File: config.mk
export PLATFORM = sky130hd
export DESIGN_NAME = bus_arbiter
export DESIGN_NICKNAME = d
export VERILOG_FILES = /design/src/rtl/bus_arb_pkg.sv /design/src/rtl/rr_pick.sv /design/src/rtl/bus_arbiter.sv
export SDC_FILE = /design/constraint.sdc
export NUM_CORES = 1
export LEC_CHECK = 0
export ABC_AREA = 1
export BUFFER_PORTS_ARGS = -buffer_cell sky130_fd_sc_hd__buf_2
export CAP_MARGIN = 20
export CORE_AREA = 2 2 137 139
export CTS_CLUSTER_DIAMETER = 100
export DETAILED_ROUTE_END_ITERATION = 8
export DIE_AREA = 0 0 139 141
export SKIP_CTS_REPAIR_TIMING = 1
export SYNTH_ARGS = -nofsm -noshare
export SYNTH_HDL_FRONTEND = slang
export SYNTH_SLANG_ARGS = --single-unit
File: constraint.sdc
create_clock -name i_clk -period 2.1 [get_ports i_clk]
set_input_delay 0.315 -clock i_clk [delete_from_list [all_inputs] [get_ports i_clk]]
set_output_delay 0.315 -clock i_clk [all_outputs]
set_load 0.01 [all_outputs]
File: src/rtl/bus_arb_pkg.sv
// Shared constants and helpers for the round-robin bus arbiter.
package bus_arb_pkg;

  localparam int NUM_MST  = 3;

  // Requester slot assignments on the shared bus
  localparam int MST_CORE = 0;
  localparam int MST_SPI  = 1;
  localparam int MST_DMA  = 2;

  // Index following k in a ring of n requesters
  function automatic int rr_next(input int k, input int n);
    return (k + 1 >= n) ? 0 : k + 1;
  endfunction

endpackage

File: src/rtl/rr_pick.sv
// Round-robin winner selection: first set bit of i_pending at or above
// i_ptr, wrapping past the top index back to 0. Purely combinational.
module rr_pick #(
  parameter int N  = 3,
  parameter int PW = (N > 1) ? $clog2(N) : 1
) (
  input  logic [N-1:0]  i_pending,
  input  logic [PW-1:0] i_ptr,
  output logic [N-1:0]  o_winner
);

  int            sum;
  logic [PW-1:0] idx;
  logic          found;

  // Walk the ring starting at the pointer and keep only the first hit
  always_comb begin
    o_winner = '0;
    found    = 1'b0;
    sum      = 0;
    idx      = '0;
    for (int o = 0; o < N; o++) begin
      sum = int'(i_ptr) + o;
      if (sum >= N) sum = sum - N;
      idx = PW'(sum);
      if (!found && i_pending[idx]) begin
        o_winner[idx] = 1'b1;
        found         = 1'b1;
      end
    end
  end

endmodule

File: src/rtl/bus_arbiter.sv
// Round-robin arbiter granting one requester per cycle onto a shared
// single-cycle slave bus. Grants are registered; the bus fields of the
// granted requester are muxed combinationally during its grant cycle.
module bus_arbiter #(
  parameter int NUM_MST = bus_arb_pkg::NUM_MST,
  parameter int AW      = 32,
  parameter int DW      = 32
) (
  input  logic                  i_clk,
  input  logic                  i_rst_n,
  input  logic [NUM_MST-1:0]    i_req,
  output logic [NUM_MST-1:0]    o_gnt,
  input  logic [NUM_MST*AW-1:0] i_addr,
  input  logic [NUM_MST*DW-1:0] i_wr_data,
  input  logic [NUM_MST*4-1:0]  i_size,
  input  logic [NUM_MST-1:0]    i_read,
  input  logic [NUM_MST-1:0]    i_write,
  output logic [DW-1:0]         o_rd_data,
  output logic [AW-1:0]         o_bus_addr,
  output logic [DW-1:0]         o_bus_wr_data,
  output logic [3:0]            o_bus_size,
  output logic                  o_bus_read,
  output logic                  o_bus_write,
  input  logic [DW-1:0]         i_bus_rd_data
);
  import bus_arb_pkg::*;

  localparam int PW = (NUM_MST > 1) ? $clog2(NUM_MST) : 1;

  logic [NUM_MST-1:0] pending_q, pending_d;
  logic [NUM_MST-1:0] gnt_q, gnt_d;
  logic [PW-1:0]      ptr_q, ptr_d;
  // Low for the first edge after reset release so no grant issues on it
  logic               arm_q, arm_d;
  logic [NUM_MST-1:0] winner;

  // Latch new requests; a requester's own request is ignored while granted
  always_comb begin
    pending_d = (pending_q | i_req) & ~gnt_q;
  end

  // Arbitrate over the requests that will be pending after this edge, so an
  // uncontended pulse is granted on the very next cycle
  rr_pick #(
    .N  (NUM_MST),
    .PW (PW)
  ) u_rr_pick (
    .i_pending (pending_d),
    .i_ptr     (ptr_q),
    .o_winner  (winner)
  );

  // Next grant and pointer; pointer moves just past the winner
  always_comb begin
    gnt_d = arm_q ? winner : '0;
    ptr_d = ptr_q;
    arm_d = 1'b1;
    for (int k = 0; k < NUM_MST; k++) begin
      if (gnt_d[k]) ptr_d = PW'(rr_next(k, NUM_MST));
    end
  end

  // Arbitration state; reset drops any in-flight grant and pending request
  always_ff @(posedge i_clk or negedge i_rst_n) begin
    if (!i_rst_n) begin
      pending_q <= '0;
      gnt_q     <= '0;
      ptr_q     <= '0;
      arm_q     <= 1'b0;
    end else begin
      pending_q <= pending_d;
      gnt_q     <= gnt_d;
      ptr_q     <= ptr_d;
      arm_q     <= arm_d;
    end
  end

  // Mirror the granted requester onto the slave side; idle bus reads all zero
  always_comb begin
    o_bus_addr    = '0;
    o_bus_wr_data = '0;
    o_bus_size    = '0;
    o_bus_read    = 1'b0;
    o_bus_write   = 1'b0;
    for (int k = 0; k < NUM_MST; k++) begin
      if (gnt_q[k]) begin
        o_bus_addr    = i_addr[k*AW +: AW];
        o_bus_wr_data = i_wr_data[k*DW +: DW];
        o_bus_size    = i_size[k*4 +: 4];
        o_bus_read    = i_read[k];
        o_bus_write   = i_write[k];
      end
    end
  end

  assign o_gnt     = gnt_q;
  assign o_rd_data = i_bus_rd_data;

endmodule

==> summary.md <==
| Metric | Value |
|---|---|
| Crit Reg-Reg Endpoint | ptr_q[1] |
| Post-Syn Nets | around 600 |
| Yosys warns | 0 |
| Slowest-stage cell, CP | buf_4 |
| Clock share of power | 0.100 |
| Final period util | 0.943 |
| Root Driver | clkbuf_16 |
| Setup TNS | 0 ns |
| RSZ-0062 raised after global routing | no |
| Number of max-cap violations | 0 |
| Final Hold Vio Count | 0 |
| # fillers | between 2000 and 2500 |
| Area delta synth->final | 74.7% |
| Nature of the critical path endpoint | output port |
| Placer Congestion | around 0.8 |
| R2R Setup Slk | 0.32 ns |
| Worst Hold Class | in2reg |
| Gr ovfl total | 0 |
| Largest net degree at the start of global routing | 55 |
| Status | complete, no violations |
| Die Width | 139 um |
| Max VDD drop | ~0.55 mV |
| Critical path required time | around 1.8 ns |
| Critical path launch point type | flop |
| TritonCTS Sinks | 9 |
| Total track usage | 0.104 |
| Hpwl dp | ~9400 um |
| Seq/Total Area, Yosys | 0.106 |
| Die height | 141 um |
| R2R depth | 13 |
| Die area | about 20000 um^2 |
| Worst Setup EP | o_bus_addr[12] |
| Vias in the first global route | approximately 3100 |
| Crit Reg-Reg Startpoint | ptr_q[0] |
| Mapped Cells | around 360 |
| Iter 0 DRT Violations | 162 |
| Worst Setup SP | o_gnt[1] |
| Drt wl/cell | 13.6 um |
| Pint | ~1.6 mW |
| Mapped cell area | ~2100 um^2 |
| Arrival time at the worst endpoint | between 1.5 and 2 ns |
| Power per cell area | a little over 900 nW/um^2 |
| CP Class | reg2out |
| Fin util | 0.204 |
| Sequential power share | 0.090 |
| Crit-path max FO | 41 |
| Final Routed Wirelength | roughly 11000 um |
| Synth Area per Inst | roughly 6 um^2 |
| Worst-Skew Late Latency | approximately 0.24 ns |
| Max Freq | ~500 MHz |
| Pre-antenna DRT Iters | 4 |
| H-tree Lvls | 1 |
| Psw | around 1.8 mW |
| Critical Path, Cell by Cell | buf_4 > a22oi_1 > o21ai_0 > buf_2 |
| Crit-path max cell delay | between 0.4 and 0.5 ns |
| CTS Buf Count | 3 |
| Fin nets | 848 |
| Overall Power | 3.40 mW |
| First-pass GRT wire length | between 15000 and 20000 um |
| Final setup violation count | 0 |
| Vias per cell | around 4.1 |
| Tmin final | 1.98 ns |
| CTS Buffer Depth | 2 |
| Total leakage power | 1.96 nW |
| Initial Utilization | 0.117 |
| Share of cells above drive strength 1 | 0.537 |
| Via count | ~3400 |
| Initial antenna violation count | 1 |
| Library cells used by synthesis | 24 |
| Final Slew Violations | 0 |
| Yosys reg bits | 9 |
| Gate power share | 0.811 |
| Drt drc | 0 |
| Post-route ant nets | 0 |
| Worst-path clk slew | 0.04 ns |
| CTS tree | yes |
| Setup Skew | about 0.0018 ns |
| Port bufs | about 290 |
| Commonest non-fill, non-tap cells in the layout | buf_2 (287), nand2_1 (87), o21ai_0 (71) |
| Commonest non-fill, non-tap cell in the layout | buf_2 |
| Switching share of power | 0.524 |
| Row count | 50 |
| Core area | ~18000 um^2 |
| I/O pin total | approximately 350 |
-- worst min-delay path by stage --
stage | from | endpoint | slack [ns] | cells after the start
finish | i_req[2] | pending_q[2] | 0.35 | 3
detailed placement | i_rst_n | ptr_q[1] | 0.18 | 1
global placement | i_rst_n | arm_q | 0.18 | 1
CTS | i_rst_n | ptr_q[1] | -0.07 | 1
floorplan | i_rst_n | arm_q | 0.02 | 0
global route | i_req[2] | pending_q[2] | 0.38 | 3
-- routing by layer --
metal  share of wire  global-route usage  routed length (um)  vias up
met5               0                   0                   0        -
met4           0.013              0.0239                 151        0
met3            0.11              0.0329                1290       12
met2            0.48               0.177                5400      215
met1            0.39               0.130                4450     1446
li1                -                   -                   -     1699
-- per-stage QoR --
stage               cell area, um^2  instances  hold WS (ns)  setup slack (ns)
finish                         3730        831         0.353             0.119
global route                   3730        831         0.377           0.00633
CTS                            3710        828       -0.0701            0.0716
detailed placement             3630        824         0.180             0.325
global placement               3630        824         0.179             0.349
floorplan                      2130        357        0.0194             0.427
-- synthesized netlist by cell type --
library cell / n / area [um^2]
ha_1: 4 / 50.1
nand3_1: 7 / 35.0
clkbuf_1: 21 / 78.8
a21oi_2: 2 / 17.5
o21ai_0: 71 / 355
nand3_2: 1 / 10.0
nor2_1: 5 / 18.8
o21ai_2: 1 / 8.76
a21boi_2: 1 / 11.3
a22oi_1: 70 / 526
nor2_4: 2 / 22.5
a31oi_1: 1 / 6.26
nor2_2: 2 / 12.5
nand4_1: 2 / 12.5
a21oi_1: 1 / 5.00
inv_1: 19 / 71.3
conb_1: 1 / 3.75
buf_4: 33 / 248
buf_2: 8 / 40.0
buf_6: 1 / 11.3
inv_2: 5 / 18.8
nand2_2: 3 / 18.8
dfrtp_1: 9 / 225
nand2_1: 87 / 327
-- state kept, by name, indices dropped and copies added, names as in the netlist --
signal and flops:
pending_q 3, o_gnt 3, arm_q 1, ptr_q 2
-- power groups by stage --
stage | Sequential (mW) | Clock, mW | Combinational [mW]
finish | 0.304 | 0.339 | 2.75
global route | 0.315 | 0.355 | 3.09
CTS | 0.306 | 0.344 | 2.75
detailed placement | 0.309 | 0 | 2.74
global placement | 0.306 | 0 | 2.72
floorplan | 0.274 | 0 | 1.76
-- area by class of cell --
type / count / area (um^2) / area share
clock buffer: 4 / 78.8 / 0.0212
tap: 234 / 293 / 0.0786
antenna: 1 / 2.50 / 0.000672
inverter: 24 / 90.1 / 0.0242
multi-input combinational: 261 / 1450 / 0.389
sequential: 9 / 230 / 0.0618
timing repair buffer: 298 / 1580 / 0.425
-- worst max-delay path: cells and delay by family, from the launching register on --
kind            cells  cell delay [ns]
flops               1             0.38
compound gates      2             0.41
buf+inv             2             0.60
-- kinds of logic (layout without fill, tap and decap cells) --
| logic type | after synthesis | after routing | share of synthesized area |
|---|---|---|---|
| compound gates | 147 | 147 | 0.436 |
| simple gates | 109 | 109 | 0.214 |
| buf+inv | 87 | 326 | 0.219 |
| flops | 9 | 9 | 0.106 |
| fa+ha+maj | 4 | 4 | 0.0235 |
| other cells | 1 | 2 | 0.00176 |
No activity file was read; power rests on OpenSTA's default activity.
